$ cat src/rtl/ena_burst_gen.sv
// rtl/ena_burst_gen.sv - burst enable sequencer for the event counter; optional ENA_BURST_ISSUED_EN adds the issued counter
module ena_burst_gen #(
    parameter int LEN_W = 8,
    parameter int DIV_W = 8
) (
    input  logic             clk,
    input  logic             reset,
    input  logic             req_valid,
    output logic             req_ready,
    input  logic [LEN_W-1:0] req_len,
    input  logic [DIV_W-1:0] req_div,
    input  logic             abort,
    output logic             ena,
    output logic             busy,
    output logic             done,
    output logic             aborted,
    output logic [LEN_W-1:0] issued
);

    typedef enum logic [1:0] {
        IDLE = 2'd0,
        RUN  = 2'd1,
        DONE = 2'd2
    } state_t;

    state_t           state;
    logic [DIV_W-1:0] div_q;
    logic [DIV_W-1:0] spc_q;
    logic             hs;
    logic             last_pulse;

    assign req_ready = (state == IDLE);
    assign hs        = req_valid && req_ready;

`ifdef ENA_BURST_ISSUED_EN
    logic [LEN_W-1:0] len_q;
    logic [LEN_W-1:0] cnt_q;

    // The pulse currently on ena is the last one when it brings the count up to len.
    assign last_pulse = ((cnt_q + LEN_W'(1)) == len_q);
    assign issued     = cnt_q;

    // Issued counter: cleared on handshake, counts every cycle ena was high.
    always_ff @(posedge clk) begin
        if (!reset) begin
            len_q <= '0;
            cnt_q <= '0;
        end else if (hs) begin
            len_q <= req_len;
            cnt_q <= '0;
        end else if (state == RUN && ena) begin
            cnt_q <= cnt_q + LEN_W'(1);
        end
    end
`else
    logic [LEN_W-1:0] rem_q;

    // Remaining pulses including the one currently on ena.
    assign last_pulse = (rem_q == LEN_W'(1));
    assign issued     = '0;

    // Down-counter on the latched length, decremented per issued pulse.
    always_ff @(posedge clk) begin
        if (!reset) begin
            rem_q <= '0;
        end else if (hs) begin
            rem_q <= req_len;
        end else if (state == RUN && ena) begin
            rem_q <= rem_q - LEN_W'(1);
        end
    end
`endif

    // Burst FSM; ena/busy/done are registered as the value for the next cycle.
    always_ff @(posedge clk) begin
        if (!reset) begin
            state   <= IDLE;
            ena     <= 1'b0;
            busy    <= 1'b0;
            done    <= 1'b0;
            aborted <= 1'b0;
            div_q   <= '0;
            spc_q   <= '0;
        end else begin
            case (state)
                IDLE: begin
                    done <= 1'b0;
                    if (hs) begin
                        div_q   <= req_div;
                        spc_q   <= '0;
                        aborted <= 1'b0;
                        if (req_len == '0) begin
                            state <= DONE;
                            done  <= 1'b1;
                        end else begin
                            state <= RUN;
                            busy  <= 1'b1;
                            ena   <= 1'b1;
                        end
                    end
                end
                RUN: begin
                    if (abort) begin
                        // A pulse scheduled for the next cycle is dropped.
                        state   <= DONE;
                        ena     <= 1'b0;
                        busy    <= 1'b0;
                        done    <= 1'b1;
                        aborted <= 1'b1;
                    end else if (ena) begin
                        if (last_pulse) begin
                            state <= DONE;
                            ena   <= 1'b0;
                            busy  <= 1'b0;
                            done  <= 1'b1;
                        end else begin
                            spc_q <= div_q;
                            ena   <= (div_q == '0);
                        end
                    end else begin
                        spc_q <= spc_q - DIV_W'(1);
                        ena   <= (spc_q == DIV_W'(1));
                    end
                end
                DONE: begin
                    state <= IDLE;
                    done  <= 1'b0;
                end
                default: begin
                    state <= IDLE;
                    ena   <= 1'b0;
                    busy  <= 1'b0;
                    done  <= 1'b0;
                end
            endcase
        end
    end

endmodule
$ cat config.mk
export PLATFORM = sky130hd
export DESIGN_NAME = ena_burst_gen
export DESIGN_NICKNAME = d
export VERILOG_FILES = /design/src/rtl/ena_burst_gen.sv
export SDC_FILE = /design/constraint.sdc
export NUM_CORES = 1
export LEC_CHECK = 0
export BUFFER_PORTS_ARGS = -buffer_cell sky130_fd_sc_hd__buf_2
export CORE_ASPECT_RATIO = 1.2
export CORE_UTILIZATION = 58
export DETAILED_ROUTE_END_ITERATION = 7
export GPL_ROUTABILITY_DRIVEN = 1
export PLACE_DENSITY = 0.81
export SLEW_MARGIN = 20
export SYNTH_ARGS = -nofsm -noshare
export SYNTH_HDL_FRONTEND = slang
export SYNTH_SLANG_ARGS = --single-unit
$ cat constraint.sdc
create_clock -name clk -period 3.9 [get_ports clk]
set_clock_uncertainty 0.2 [all_clocks]
set_input_delay 0.78 -clock clk [delete_from_list [all_inputs] [get_ports clk]]
set_output_delay 0.78 -clock clk [all_outputs]
set_load 0.005 [all_outputs]
# Word level (Yosys, flattened, before mapping)
# Cells that the tools add are included.
[word_totals]
ff_bits = 30
in_bits = 20
out_inout_bits = 13
elab_cells = 68
[classes]
addsub = 2
n_eq_ne = 11
n_mux = 32
bitwise = 1
n_reduce_logical = 14
[op_table]
columns = ["operator", "n"]
rows = [
  ["$mux 8", 6],
  ["$eq 8x1->1 const B", 2],
  ["$logic_not 8->1", 2],
  ["$pmux 8 s2", 1],
  ["$sub 8x1->8 const B", 2],
  ["$mux 1", 15],
  ["$mux 2", 5],
  ["$ne 3x3->1 const B", 3],
  ["$reduce_and 3->1", 3],
  ["$ne 2x2->1 const B", 3],
  ["$pmux 1 s3", 2],
  ["$reduce_and 5->1", 1],
  ["$pmux 1 s2", 2],
  ["$pmux 2 s2", 1],
  ["$reduce_and 2->1", 2],
  ["$reduce_and 4->1", 1],
  ["$reduce_bool 2->1", 2],
  ["$eq 2x1->1 const B", 1],
  ["$eq 2x2->1 const B", 1],
  ["$logic_and 1x1->1", 2],
  ["$logic_not 2->1", 1],
  ["$ne 2x1->1 const B", 1],
  ["$not 1->1", 1],
]

# Depth between registers and ports, before layout
[logic_depth]
ltp_word = 5
mapped_depth = 6
depth_no_buf = 6

# Least setup slack after synthesis
# Ideal clock, no wire load.
[synth_path]
path_kind = "input to register"
startpoint = "in reset"
endpoint = "reg spc_q[5]"
setup_time_ps = 56
arrival_time_ps = 1848
required_ps = 3644
path_slack_ps = 1795
cell_stages = 5
n_path_buf = 1
cell_sequence = "clkbuf_2 nand3b_1 a211oi_1 a32oi_1 a21bo_2"
[synth_rtl]
columns = ["item", "line", "source"]
rows = [
  ["start: declaration", "7", "input logic reset,"],
  ["end signal: assignment", "117", "spc_q <= div_q;"],
  ["end signal: assignment", "121", "spc_q <= spc_q - DIV_W'(1);"],
  ["end: declaration", "28", "logic [DIV_W-1:0] spc_q;"],
]

# Worst setup path after layout
[layout_path]
startpoint = "reg ena"
endpoint = "reg ena"
[layout_between]
elab_chain_cells = 3
[layout_rtl]
columns = ["item", "line", "source"]
rows = [
  ["start: declaration", "13", "output logic ena,"],
  ["start signal: assignment", "118", "ena <= (div_q == '0);"],
  ["start signal: assignment", "122", "ena <= (spc_q == DIV_W'(1));"],
  ["$mux 1", "110", "end else if (ena) begin"],
  ["$mux 1", "103", "if (abort) begin"],
  ["$pmux 1 s3", "85", "case (state)"],
]
# Every way passes these cells.
# A chain may end at the register's enable or synchronous reset.

==> flow_summary.yaml <==
status:
  outcome: "finished with violations"
  violations: "design-rule violations"
hold_path:
  min_from: "div_q[0]$_SDFFE_PN0P_"
  hp-class: "register to register"
  whs_endpoint: "div_q[0]$_SDFFE_PN0P_"
  hold_depth: 2
route:
  vias: 1604
  vias_per_cell: 6.17
  post_drt_wl_per_cell_um: 15.6
  ant_nets: 0
  first_iter_violations: 56
  drc: 2
  first_pass_iters: 6
  routed_wirelength_um: 4060
setup_path:
  timing.rr.start: "ena$_SDFFE_PN0P_"
  crit_path_end_kind: "register"
  criticalPathCategory: "register to register"
  startpoint_type: "register"
  worstPathRequired_ns: 3.89
  cp.arrival_ns: 2.31
  rrSetupSlack_ns: 1.58
  r2r_end: "ena$_SDFFE_PN0P_"
  cp_max_fo: 23
  r2r.worst_path.cells: 4
logic_synthesis:
  ys_seq_elements: 30
  syn-cell-area_um2: 1690
  synth_warnings: 0
  yosysMostFrequentCell: "dfxtp_1"
  yosys.area.top_type: "dfxtp_1"
  synth_cell_type_count: 54
  synth-async-reset-ratio_pct: 0
  synth_top_area_share_pct: 35.5
  synth-main-ff-cell: "dfxtp_1"
  synth_edf_count: 0
  synth_cells: 205
  ys_seq_area_share_pct: 35.5
  synthTopCellsByArea: "dfxtp_1, nand2_1, a21oi_1"
  syn_avg_cell_area_um2: 8.25
  synthTopCellsByCount: "dfxtp_1, nand2_1, a21oi_1, nor2_1, buf_4"
sta:
  timing.fmax_ghz: 0.431
  slew_viol_final: 0
  slew_headroom_pct: 43.4
  finalHoldViolCount: 0
  rsz0062_at_grt: "false"
  setup_viol_count_final: 0
  fin_tns_setup_ns: 0
  worstMarginPinSlew_ns: 0.844
  postLayoutSetupSlackWorst_ns: 1.58
  finalCriticalPeriod_ns: 2.32
  period_share_pct: 59.5
global_route:
  grt_usage_pct: 27.9
  grt_pass1_wl_um: 6440
  grt_pass1_vias: 1447
  antenna_found_initial: 0
  grt_max_degree: 24
  grt_overflow: 0
cts:
  cts_buffers: 5
  cts_resized: 0
  clk_latency_ns: 0.33
  cts_setup_buffers: 0
  clk_path_buf_depth: 2
  clock-sinks: 30
  cts_root_buf: "clkbuf_4"
  cts_tree: "done"
  h-tree-depth: 2
  cts-hold-fix-buffers: 0
  clk_pin_slew_ns: 0.09
power_and_ir_drop:
  p_per_area_nw_per_um2: 373
  vdd_drop_max_mv: 0.239
  power_leakage_nw: 0.767
  finalPower_mw: 0.679
cells_and_area:
  utilization_pct: 65.4
  nNetsFinal: 250
  multiInputGateArea_um2: 975
  diodes: 0
  fill_cells: 264
  layout-drive-gt1-share_pct: 19.0
  syn_to_final_growth_pct: 7.62
  regArea_um2: 601
floorplan:
  initial_utilization_pct: 60.7
  dieWidth_um: 51.3
  core_um2: 2790
  chipHeight_um: 61.2
  floorplan.rows: 21
  pin_count: 33
  die_area_um2: 3140
place:
  place_worst_setup_slack_ns: 1.55
  finalWeightedCongestion: 0.918
  dpl.hpwl_um: 3060
  numPortBuffers: 24
flow_run:
  max_cap_viol_count: 0
-- cells by family (layout without fill, tap and decap cells) --
| logic type | count (synthesis) | in the layout | synth area share, % |
|---|---|---|---|
| and+or+nand+nor | 81 | 81 | 26.2 |
| other | 1 | 8 | 0.222 |
| buffers and inverters | 26 | 40 | 8.43 |
| DFF | 30 | 30 | 35.5 |
| adders and majority gates | 4 | 4 | 2.96 |
| xor gates and xnor gates | 1 | 1 | 0.518 |
| AOI/OAI and AO/OA | 61 | 61 | 25.6 |
| muxes | 1 | 1 | 0.592 |
-- per-stage QoR --
stage                     cells  hold slack, ns  cell area [um2]
after detailed placement    253           0.271             1780
final                       260           0.289             1820
after global placement      253           0.266             1780
after floorplan             212           0.244             1720
after global routing        260           0.307             1820
after CTS                   260           0.284             1820
-- registers in the layout, indices dropped and copies added, names as in the netlist --
signal / cells
aborted: 1
busy: 1
div_q: 8
done: 1
ena: 1
rem_q: 8
spc_q: 8
state: 2
-- cells in the final DEF, fill, tap and decap left out, types with 2 or more instances in the layout --
cell type   n
dfxtp_1    30
nand2_1    29
buf_2      24
a21oi_1    16
nor2_1     11
inv_1       8
conb_1      8
o211ai_1    7
nor4_1      7
o21ai_0     6
nor3_1      5
a22o_1      5
clkbuf_4    5
a22oi_1     4
ha_1        4
or3_1       3
nand2b_1    3
a211oi_1    3
o41ai_1     3
nor2b_1     2
nand3_1     2
nand3b_1    2
or4_4       2
a221oi_1    2
o311ai_0    2
a21o_1      2
a32o_1      2
or4_1       2
or3_2       2
a31oi_1     2
clkbuf_1    2
-- routing by layer --
| metal | vias to the layer above | global-route usage (%) | part of all wire, % |
|---|---|---|---|
| met1 | 754 | 30.0 | 40 |
| met3 | 8 | 5.68 | 4.2 |
| li1 | 791 | - | - |
| met5 | - | 0 | 0 |
| met2 | 51 | 52.6 | 54 |
| met4 | 0 | 13.1 | 1.6 |
-- report_power, final --
part	internal [mW]	switching, mW
registers	0.328	0.0316
logic	0.0679	0.0820
clock network	0.0678	0.101
-- critical path: stages, from the launching register on --
cell      delay (ns)
dfxtp_1         0.76
or4bb_1         0.49
o211ai_1        0.45
o21bai_1        0.20
a211oi_1        0.09
-- area by class of cell --
type / instances / area share (%)
clock buffer: 7 / 2.47
inverter: 8 / 1.65
multi-input combinational: 156 / 53.5
sequential: 30 / 33.0
tap: 34 / 2.34
timing repair buffer: 25 / 7.01
-- worst max path at each step --
stage	from	end
floorplan	reset	spc_q[5]$_SDFFE_PN0P_
global placement	reset	spc_q[5]$_SDFFE_PN0P_
detailed placement	reset	spc_q[5]$_SDFFE_PN0P_
CTS	ena$_SDFFE_PN0P_	ena$_SDFFE_PN0P_
global route	ena$_SDFFE_PN0P_	ena$_SDFFE_PN0P_
finish	ena$_SDFFE_PN0P_	ena$_SDFFE_PN0P_
No activity file was read; power rests on OpenSTA's default activity.
